--- src/rtl/alu_pkg.sv ---
// Shared types for the registered ALU: op codes, flag bundle and code width.
package alu_pkg;

   localparam int OP_W = 4;

   typedef enum logic [OP_W-1:0] {
      OP_ADD  = 4'd0,
      OP_SUB  = 4'd1,
      OP_AND  = 4'd2,
      OP_OR   = 4'd3,
      OP_XOR  = 4'd4,
      OP_SLL  = 4'd5,
      OP_SRA  = 4'd6,
      OP_SRL  = 4'd7,
      OP_SLT  = 4'd8,
      OP_SLTU = 4'd9,
      OP_MUL  = 4'd10
   } alu_op_t;

   typedef struct packed {
      logic z;
      logic n;
      logic c;
      logic v;
      logic match;
      logic err;
   } alu_flags_t;

endpackage

--- src/rtl/alu_mul_iter.sv ---
// Iterative shift-add multiplier: one partial product per step, low WIDTH bits kept.
// product is combinational and already includes the step for the current cnt.
module alu_mul_iter #(
   parameter int WIDTH = 32
) (
   input  logic             clk,
   input  logic             rst_n,
   input  logic             start,
   input  logic [WIDTH-1:0] a,
   input  logic [WIDTH-1:0] b,
   input  logic             step,
   output logic             done,
   output logic [WIDTH-1:0] product
);

   localparam int CW = $clog2(WIDTH);

   logic [WIDTH-1:0] mcand;
   logic [WIDTH-1:0] mplier;
   logic [WIDTH-1:0] acc;
   logic [CW-1:0]    cnt;

   assign product = acc + (mplier[0] ? mcand : '0);
   assign done    = (cnt == CW'(WIDTH - 1));

   always_ff @(posedge clk or negedge rst_n) begin
      if (!rst_n) begin
         mcand  <= '0;
         mplier <= '0;
         acc    <= '0;
         cnt    <= '0;
      end else if (start) begin
         mcand  <= a;
         mplier <= b;
         acc    <= '0;
         cnt    <= '0;
      end else if (step) begin
         acc    <= product;
         mcand  <= mcand << 1;
         mplier <= mplier >> 1;
         cnt    <= cnt + 1'b1;
      end
   end

endmodule

--- src/rtl/alu_pipe.sv ---
// Registered ALU with valid/ready handshakes and Z/N/C/V/MATCH/ERR flags.
// Optional iterative multiply is compiled in with `define ALU_MUL_EN.
module alu_pipe
   import alu_pkg::*;
#(
   parameter int               WIDTH       = 32,
   parameter logic [WIDTH-1:0] MATCH_VALUE = WIDTH'('hABCD)
) (
   input  logic             clk,
   input  logic             rst_n,
   input  logic             in_valid,
   output logic             in_ready,
   input  logic [OP_W-1:0]  op,
   input  logic [WIDTH-1:0] a,
   input  logic [WIDTH-1:0] b,
   output logic             out_valid,
   input  logic             out_ready,
   output logic [WIDTH-1:0] result,
   output logic             z,
   output logic             n,
   output logic             c,
   output logic             v,
   output logic             match,
   output logic             err
);

   localparam int SHW = $clog2(WIDTH);
   localparam int MSB = WIDTH - 1;

   typedef enum logic {S_IDLE, S_MUL} state_t;

   state_t           state, state_nxt;
   logic             out_valid_q;
   logic [WIDTH-1:0] result_q;
   alu_flags_t       flags_q, flags_nxt;

   logic             accept, is_mul, load_alu, load_mul, load, mul_start;
   logic [WIDTH-1:0] mul_prod, ld_res;

   logic [WIDTH:0]   add_full, sub_full;
   logic [SHW-1:0]   shamt;
   logic [WIDTH-1:0] alu_res;
   logic             alu_c, alu_v, alu_err;

   assign add_full = {1'b0, a} + {1'b0, b};
   assign sub_full = {1'b0, a} - {1'b0, b};
   assign shamt    = b[SHW-1:0];

   always_comb begin
      alu_res = '0;
      alu_c   = 1'b0;
      alu_v   = 1'b0;
      alu_err = 1'b0;
      case (op)
         OP_ADD: begin
            alu_res = add_full[MSB:0];
            alu_c   = add_full[WIDTH];
            alu_v   = (a[MSB] == b[MSB]) && (add_full[MSB] != a[MSB]);
         end
         OP_SUB: begin
            alu_res = sub_full[MSB:0];
            alu_c   = ~sub_full[WIDTH];
            alu_v   = (a[MSB] != b[MSB]) && (sub_full[MSB] != a[MSB]);
         end
         OP_AND:  alu_res = a & b;
         OP_OR:   alu_res = a | b;
         OP_XOR:  alu_res = a ^ b;
         OP_SLL:  alu_res = a << shamt;
         OP_SRA:  alu_res = $signed(a) >>> shamt;
         OP_SRL:  alu_res = a >> shamt;
         OP_SLT:  alu_res = {{(WIDTH-1){1'b0}}, ($signed(a) < $signed(b))};
         OP_SLTU: alu_res = {{(WIDTH-1){1'b0}}, (a < b)};
         // MUL reaches here only when the multiplier is not built.
         default: alu_err = 1'b1;
      endcase
   end

   assign in_ready = (state == S_IDLE) && (!out_valid_q || out_ready);
   assign accept   = in_valid && in_ready;

`ifdef ALU_MUL_EN
   logic mul_step, mul_done;

   assign is_mul    = (op == OP_MUL);
   assign mul_start = accept && is_mul;
   assign mul_step  = (state == S_MUL) && !mul_done;
   assign load_mul  = (state == S_MUL) && mul_done && (!out_valid_q || out_ready);

   alu_mul_iter #(
      .WIDTH (WIDTH)
   ) u_mul (
      .clk     (clk),
      .rst_n   (rst_n),
      .start   (mul_start),
      .a       (a),
      .b       (b),
      .step    (mul_step),
      .done    (mul_done),
      .product (mul_prod)
   );
`else
   assign is_mul    = 1'b0;
   assign mul_start = 1'b0;
   assign load_mul  = 1'b0;
   assign mul_prod  = '0;
`endif

   assign load_alu = accept && !is_mul;
   assign load     = load_alu || load_mul;
   assign ld_res   = load_mul ? mul_prod : alu_res;

   always_comb begin
      flags_nxt       = '0;
      flags_nxt.z     = (ld_res == '0);
      flags_nxt.n     = ld_res[MSB];
      flags_nxt.match = (ld_res == MATCH_VALUE);
      flags_nxt.c     = load_mul ? 1'b0 : alu_c;
      flags_nxt.v     = load_mul ? 1'b0 : alu_v;
      flags_nxt.err   = load_mul ? 1'b0 : alu_err;
   end

   always_ff @(posedge clk or negedge rst_n) begin
      if (!rst_n) begin
         state <= S_IDLE;
      end else begin
         state <= state_nxt;
      end
   end

   always_comb begin
      state_nxt = state;
      case (state)
         S_IDLE:  if (mul_start) state_nxt = S_MUL;
         S_MUL:   if (load_mul)  state_nxt = S_IDLE;
         default: state_nxt = S_IDLE;
      endcase
   end

   // A load in the same edge as a drain keeps out_valid high.
   always_ff @(posedge clk or negedge rst_n) begin
      if (!rst_n) begin
         out_valid_q <= 1'b0;
         result_q    <= '0;
         flags_q     <= '0;
      end else if (load) begin
         out_valid_q <= 1'b1;
         result_q    <= ld_res;
         flags_q     <= flags_nxt;
      end else if (out_ready) begin
         out_valid_q <= 1'b0;
      end
   end

   assign out_valid = out_valid_q;
   assign result    = result_q;
   assign z         = flags_q.z;
   assign n         = flags_q.n;
   assign c         = flags_q.c;
   assign v         = flags_q.v;
   assign match     = flags_q.match;
   assign err       = flags_q.err;

endmodule

--- config.mk ---
export PLATFORM = sky130hd
export DESIGN_NAME = alu_pipe
export DESIGN_NICKNAME = d
export VERILOG_FILES = /design/src/rtl/alu_pkg.sv /design/src/rtl/alu_mul_iter.sv /design/src/rtl/alu_pipe.sv
export SDC_FILE = /design/constraint.sdc
export NUM_CORES = 1
export LEC_CHECK = 0
export CORE_MARGIN = 5
export CORE_UTILIZATION = 25
export CTS_BUF_LIST = sky130_fd_sc_hd__clkbuf_4 sky130_fd_sc_hd__clkbuf_8
export DETAILED_ROUTE_END_ITERATION = 16
export HOLD_SLACK_MARGIN = 0.1
export PLACE_DENSITY = 0.48
export SLEW_MARGIN = 20
export SYNTH_ARGS = -nofsm -noshare
export SYNTH_HDL_FRONTEND = slang
export SYNTH_SLANG_ARGS = --single-unit
export TNS_END_PERCENT = 5
--- constraint.sdc ---
create_clock -name clk -period 4 [get_ports clk]
set_input_delay 0.4 -clock clk [delete_from_list [all_inputs] [get_ports clk]]
set_output_delay 0.4 -clock clk [all_outputs]
set_load 0.02 [all_outputs]
-- Word level (Yosys, flattened, before mapping)
Index checks and enable logic that the tools add are counted.
- register bits after elaboration: 40
- input port bits: 72
- output and inout port bits: 40
- word-level logic and storage cells: 52
- add/sub/neg operators: 2
- $lt $le $gt $ge: 2
- eq/ne operators: 14
- shifts and indexed selects: 3
- mux-type cells: 7
- bitwise operators: 5
- reductions and logical operators: 10
- operators with widths (operator ; count):
    case mux 32 bit (10 select lines) ; 1
    less-than comparator 32 bit ; 2
    adder 32 x 32 -> 33 bit ; 1
    subtractor 32 x 32 -> 33 bit ; 1
    AND 32 bit ; 1
    == test 32 x 16 -> 1 bit (second input constant) ; 1
    zero test 32 bit ; 1
    bitwise OR 32 bit ; 1
    left shift 32 x 5 -> 32 bit ; 1
    >> shifter 32 x 5 -> 32 bit ; 1
    >>> shifter 32 x 5 -> 32 bit ; 1
    XOR 32 bit ; 1
    == test 4 x 3 -> 1 bit (second input constant) ; 4
    OR reduction 10 bit ; 1
    == test 4 x 2 -> 1 bit (second input constant) ; 2
    == test 4 bit (second input constant) ; 2
    case mux 1 bit (2 select lines) ; 3
    == test 4 x 1 -> 1 bit (second input constant) ; 1
    logical AND 1 bit ; 4
    zero test 4 bit ; 1
    2-to-1 mux 1 bit ; 3
    != test 1 bit ; 3
    inverter 1 bit ; 2
    nonzero test 2 bit ; 1
    3 further kinds ; 3

-- Logic depth before layout (Yosys ltp)
Gate-level depths: netlist (run 1).
- word-level depth: 5
- depth in mapped cells: 18
- mapped depth without buffers: 15

-- Worst setup path after synthesis (run 1)
No wires, ideal clock.
- kind: input to register
- from: input b[3]
- to: register flags_q, in the netlist z
- library setup time: 0.103 ns
- arrival: 4.396 ns
- required time: 3.897 ns
- path slack: -0.499 ns
- stages on the path: 17
- buffers on the path: 4
- path through: clkbuf_1 -> inv_1 -> clkbuf_1 -> clkbuf_1 -> clkbuf_1 -> ha_1 -> nor2b_1 -> o21ba_1 -> nor4_1 -> o31ai_1 -> nand4_1 -> nand3_1 -> a221oi_1 -> o2111ai_1 -> nor4_1 -> nand4_1 -> o41ai_2
- word-level cells in the longest chain between the ends: 3
- elaborated cells on any way between the ends: 12
- those cells by class: add/sub: 2; order compare: 2; shift: 3; mux: 1; bitwise: 3; reduce/logical: 1
- RTL lines (what ; RTL line ; source):
    start, declared ; alu_pipe.sv:15 ; input logic [WIDTH-1:0] b,
    subtractor 32 x 32 -> 33 bit (tied with other cells) ; alu_pipe.sv:46 ; assign sub_full = {1'b0, a} - {1'b0, b};
    case mux 32 bit (10 select lines) (*) ; alu_pipe.sv:54 ; case (op)
    zero test 32 bit (*) ; alu_pipe.sv:114 ; flags_nxt.z = (ld_res == '0);
    end signal, assigned ; alu_pipe.sv:148 ; flags_q <= flags_nxt;
    end, declared ; alu_pipe.sv:35 ; alu_flags_t flags_q, flags_nxt;
Mark *: on every way between the ends. The rest lies on a longest branch, timed or not.
A chain may end at the register's enable or synchronous reset.

-- Worst setup path after layout (run 1)
- from: input b[12]
- to: register flags_q, in the netlist match
- word-level cells in the longest chain between the ends: 3
- elaborated cells on any way between the ends: 9
- those cells by class: add/sub: 2; order compare: 2; eq/ne: 1; mux: 1; bitwise: 3
- RTL lines (what ; RTL line ; source):
    subtractor 32 x 32 -> 33 bit (tied with other cells) ; alu_pipe.sv:46 ;
    case mux 32 bit (10 select lines) (*) ; alu_pipe.sv:54 ;
    == test 32 x 16 -> 1 bit (*) ; alu_pipe.sv:116 ; flags_nxt.match = (ld_res == MATCH_VALUE);
Marks and branches as above.

==> metrics.yaml, run 1 <==
power:
  p_per_area_nw_per_um2: 194.7
  sw_frac_of_total_pct: 46.14
  post-layout-total-power_mw: 3.726
  pwr-share-comb_pct: 77.9
  p_clk_share_pct: 9.0
  irDropWorstVdd_v: 0.0001992
  power.switching_mw: 1.719
  seqPwrFrac_pct: 13.1
  p_leak_nw: 8.714
  p_int_mw: 2.007
worst_setup_path:
  max_stage_delay_ns: 0.46
  cpMostUsedCell: "buf_4"
  r2r_slack_ns: 1.00
  cp_num_buf_inv: 4
  path_cells: "dlygate4sd2_1 -> inv_1 -> ha_4 -> buf_4 -> nand2_1 -> o31a_1 -> a2111oi_4 -> nor3_1 -> or3_1 -> a221oi_2 -> o2111ai_2 -> nor4_2 -> nand4_1 -> buf_4 -> o31ai_1"
  r2r_start: "out_valid"
  critPathTopFamily: "compound AO/OA/AOI/OAI gates"
  critPathSlowestCell: "a2111oi_4"
  cp-end-kind: "flip-flop"
  crit_type: "in2reg"
  r2r-end: "match"
  critPathMaxFanout: 8
  cp_data_required_time_ns: 4.22
  critPathLaunchType: "input pin"
  r2r_cells: 13
  crit_arrival_ns: 4.15
global_routing:
  grt_start_max_net_pins: 56
  track_usage_pct: 26.53
  grt_antenna_before_repair: 2
  grt_first_pass_wirelength_mm: 103.2
  grt_pass1_vias: 15859
  overflow: 0
routing:
  dr.pass1.iters: 6
  wl_mm: 71.30
  viasPerCell: 5.662
  wire_per_inst_um: 25.08
  vias: 16096
  drc: 0
  drt_iter0_drc: 1600
  postRouteAntennaNets: 0
synth:
  synth_area_um2: 11690
  synth-edff-count: 0
  synth_cell_type_count: 95
  yosys.area.top_type: "ha_1"
  yosys.cell_count.top_type: "nor2_1"
  synth_ff_type: "dfrtp_1"
  synth_commonest_cells: "143 x nor2_1, 135 x nand2_1, 110 x a21oi_1"
  synth_top_area_share_pct: 10.81
  syn_nets: 1770
  syn_avg_cell_area_um2: 7.328
  ys_warn_count: 0
  syn_inst: 1595
  synth_seq_area_share_pct: 8.135
  ys_top_cells_by_area: "ha_1 11%, dfrtp_1 8.1%, mux4_2 7.3%"
  ys_async_sr_fraction_pct: 100.0
  synth-seq-cells: 38
floorplanning:
  io-pin-count: 112
  die_height_um: 226.2
  num_rows: 79
  die_x_um: 226.2
  core_um2: 46360
  die-area_um2: 51180
  initial_utilization_pct: 25.21
final_layout:
  final_area_um2: 19140
  area_growth_pct: 63.72
  fillCellCount: 4796
  antennaDiodeCount: 0
  nets: 2410
  drive_above_1_share_pct: 40.79
  final_cells: 2843
timing:
  slew_violations: 0
  hold_viol: 0
  slew_headroom_pct: 44.91
  setup_viol: 0
  worst_slew_pin_slew_ns: 0.8264
  final.min_clock_period_ns: 3.927
  finalSetupTns_ns: 0
  fin_crit_sh_pct: 98.17
  skew_ns: 0.005812
  max_freq_mhz: 254.7
  setup_ws_ns: 0.07305
cts:
  clk_latency_ns: 0.31
  cts_tree: "built"
  clockRootBuffer: "clkbuf_8"
  clock_sinks: 38
  htreeDepth: 2
  clock_path_buffers: 2
  clkSlewWorstSetupHoldPaths_ns: 0.08
  cts_buffers: 5
  holdBufCountCts: 0
outcome:
  outcome: "completed"
place:
  hpwl_mm: 59.98
  port-buffer-count: 111
  place_congestion: 1.051
  placed_cell_area_um2: 17950
  dp_cells: 2810
  post-place-ws_ns: -0.7388
worst_hold_path:
  hold_class: "in2async"
flow_run:
  maxCapViolCount: 0
==> power groups by stage <==
stage / Combinational [mW] / Clock [mW] / Sequential [mW]
5_1_grt: 3.05 / 0.362 / 0.502
3_5_place_dp: 2.66 / 0 / 0.500
3_3_place_gp: 2.66 / 0 / 0.496
6_report: 2.90 / 0.336 / 0.489
4_1_cts: 2.73 / 0.352 / 0.492
2_1_floorplan: 1.10 / 0 / 0.581
==> registers in the layout, summed over array words and instances (netlist names) <==
signal,cells
v,1
result,32
z,1
err,1
c,1
out_valid,1
match,1
==> repair_timing <==
item / CTS / global route
setup endpoints to repair: 5 / 6
pin swaps: 25 / 37
gates cloned: 0 / 1
buffers inserted: 3 / 23
resized for setup: 65 / 149
==> per-layer routing <==
| layer | wire length (µm) | global-route usage [%] |
|---|---|---|
| met2 | 32050 | 42.49 |
| met5 | 0 | 0 |
| met3 | 4994 | 2.041 |
| met4 | 2231 | 7.627 |
| met1 | 32030 | 38.30 |
==> how the worst max path moves through the flow <==
| stage | slack, ns | to | depth (start not counted) | from |
|---|---|---|---|---|
| final | 0.07 | match | 15 | b[12] |
| after global routing | -0.03 | z | 18 | a[2] |
| after CTS | 0.01 | match | 18 | b[6] |
| after detailed placement | -0.74 | z | 17 | a[1] |
| after global placement | -0.64 | result[29] | 15 | b[12] |
| after floorplan | 0.005 | z | 15 | b[1] |
==> cell usage in the layout, fill, tap and decap left out, types with 23 or more instances in the layout <==
master and instances:
dfrtp_1 38, a21oi_1 97, inv_1 76, nand2_1 133
mux2_2 42, buf_4 625, mux4_2 38, clkdlybuf4s50_1 68
mux2i_1 54, o21ai_0 81, dlymetal6s2s_1 29, nor2_1 141
ha_1 78, o22ai_1 32, o211ai_1 29, nand3_1 32
nor3_1 37, a22oi_1 23
==> layout make-up <==
class	count	area, µm²	share of cell area [%]
timing repair buffer	765	6305	32.95
clock buffer	5	68.82	0.3596
sequential	38	950.9	4.969
tap	607	759.5	3.969
clock inverter	3	45.04	0.2354
inverter	93	352.8	1.844
multi-input combinational	1332	10660	55.68
==> cells by family (layout without fill, tap and decap cells) <==
family                     count (synthesis)  count (layout)  synth area share, %
xor gates and xnor gates                  11              11               0.8243
DFF                                       38              38                8.135
AOI/OAI and AO/OA                        546             546                32.38
buffers and inverters                    225             866                7.771
muxes                                    151             151                17.68
adders and majority gates                103             103                11.15
and+or+nand+nor                          521             521                22.05
==> through the flow <==
step / hold slack (ns) / utilization [%]
floorplan: 0.1044 / -
global placement: 0.4612 / 38.71
detailed placement: 0.4664 / 38.71
CTS: 0.2070 / 39.57
global route: 0.2714 / 41.28
finish: 0.1905 / 41.28
Note: power is estimated with default switching activity, not from simulation.
==> inputs of run 2 (changes only) <==
- CORE_UTILIZATION: 25 -> 30
- PLACE_DENSITY: 0.48 -> 0.54
==> metrics.yaml, run 2 (synthesis gave the netlist of run 1 again) <==
outcome:
  outcome: "finished, violations left"
  violations: "setup timing"
worst_setup_path:
  cp_data_required_time_ns: 4.19  # -0.03 ns
  crit_type: "in2reg"
  crit_arrival_ns: 4.29  # +0.14 ns
  cp-end-kind: "flip-flop"
  critPathMaxFanout: 4  # -4
  critPathLaunchType: "input pin"
timing:
  slew_headroom_pct: 35.96  # -8.9 points
  final.min_clock_period_ns: 4.099  # +0.1718 ns
  worst_slew_pin_slew_ns: 0.9469  # +0.1205 ns
  fin_crit_sh_pct: 102.5  # +4.3 points
  rsz0062_at_grt: "true"
  hold_viol: 0  # unchanged
  max_freq_mhz: 244.0  # -4.2%
  slew_violations: 0  # unchanged
  skew_ns: 0.007020  # +0.001208 ns
  setup_ws_ns: -0.09875  # -0.1718 ns
  finalSetupTns_ns: -0.1722  # -0.1722 ns
  setup_viol: 2  # +2
global_routing:
  grt_pass1_vias: 16030  # +1.1%
  grt_start_max_net_pins: 56  # unchanged
  track_usage_pct: 31.53  # +5.0 points
  grt_first_pass_wirelength_mm: 104.3  # +1.0%
  overflow: 0  # unchanged
  grt_antenna_before_repair: 0  # -2
cts:
  htreeDepth: 2  # unchanged
  clkSlewWorstSetupHoldPaths_ns: 0.07  # about the same
  clock_sinks: 38  # unchanged
  cts_tree: "built"
  clk_latency_ns: 0.29  # -0.02 ns
  clock_path_buffers: 2  # unchanged
  cts_buffers: 5  # unchanged
  clockRootBuffer: "clkbuf_8"
power:
  post-layout-total-power_mw: 3.569  # -4.2%
  p_per_area_nw_per_um2: 192.2  # -1.3%
  irDropWorstVdd_v: 0.0001004  # -50%
  p_leak_nw: 8.385  # -3.8%
routing:
  postRouteAntennaNets: 0  # unchanged
  dr.pass1.iters: 6  # unchanged
  wl_met2_mm: 32.31  # +0.83%
  drt_iter0_drc: 1834  # +15%
  wl_met3_mm: 5.525  # +11%
  wl_mm: 71.90  # +0.85%
  wire_per_inst_um: 26.11  # +4.1%
  drc: 0  # unchanged
  viasPerCell: 5.864  # +3.6%
  met1Wirelength_mm: 31.08  # -3.0%
  highest_layer: "met4"
  vias: 16150  # +0.34%
place:
  hpwl_mm: 61.11  # +1.9%
  place_congestion: 1.011  # -3.8%
  post-place-ws_ns: -0.8060  # -0.06716 ns
  port-buffer-count: 111  # unchanged
final_layout:
  final_cell_mix: "636 x buf_4, 142 x nor2_1, 133 x nand2_1"
  fillCellCount: 3996  # -17%
  area_growth_pct: 58.81
  drive_above_1_share_pct: 38.32  # -2.5 points
  largest_reg_flops: 32  # unchanged
  final_common_cell: "buf_4"
  nets: 2408  # -0.083%
  seqCellArea_um2: 950.9  # unchanged
  multi_input_area_um2: 10360  # -2.7%
floorplanning:
  core_um2: 38560  # -17%
  die_x_um: 207.4  # -8.3%
  num_rows: 72  # -8.9%
  die-area_um2: 43010  # -16%
  initial_utilization_pct: 30.32  # +5.1 points
  die_height_um: 207.4  # -8.3%
  io-pin-count: 112  # unchanged
worst_hold_path:
  hold_class: "in2async"
flow_run:
  maxCapViolCount: 0  # unchanged
run 2: stage by stage:
stage                     utilization, %  cells  cell area [µm²]  hold WS, ns
after global placement             46.57   2737            17960       0.4604
final                              48.14   2754            18560       0.1966
after CTS                          47.80   2751            18430       0.2089
after detailed placement           46.59   2737            17960       0.4647
after global routing               48.13   2752            18560       0.2611
after floorplan                        -   1595            11750       0.1044
run 2: worst paths after layout:
path	to	cells past startpoint	start	slack, ns
max reg2reg	z	12	out_valid	1.03
min in group clk	err	2	err	0.48
min reg2reg	err	2	err	0.48
min	result[5]	1	rst_n	0.20
max in group asynchronous	v	1	rst_n	3.29
max	z	12	a[22]	-0.1
run 2: report_power, final:
part           internal (mW)  total [mW]  switching (mW)
clock network          0.129       0.256           0.126
logic                   1.32        2.83            1.51
registers              0.453       0.487          0.0334
total                   1.90        3.57            1.67
run 2: final cells by class:
type | instances | area share, %
Clock inverter | 2 | 0.07414
Clock buffer | 6 | 0.4112
Timing Repair Buffer | 763 | 33.16
Multi-Input combinational cell | 1332 | 55.82
Tap cell | 518 | 3.492
Inverter | 93 | 1.887
Antenna cell | 2 | 0.02696
Sequential cell | 38 | 5.123
run 2: worst max-delay path, cell delays in order:
cell             delay [ns]
clkdlybuf4s50_1        0.52
mux2_2                 0.36
mux4_2                 0.52
a311oi_1               0.29
o21ai_1                0.26
a21oi_1                0.57
nand4_1                0.24
nor3_4                 0.29
nand4_1                0.16
nor4_2                 0.29
nand4_1                0.17
o41ai_2                0.23
run 2: metal layers:
| metal | GRT usage (%) | vias up |
|---|---|---|
| met2 | 51.37 | 837 |
| met4 | 10.88 | 0 |
| met5 | 0 | - |
| li1 | - | 7354 |
| met3 | 3.461 | 152 |
| met1 | 43.49 | 7807 |
run 2: repair_timing:
item | in CTS | in global routing
gates cloned | 0 | 0
buffers inserted | 7 | 1
endpoints found under the setup margin | 7 | 6
hold buffers | 0 | 0
gates resized for setup | 75 | 28
pin swaps | 28 | 10
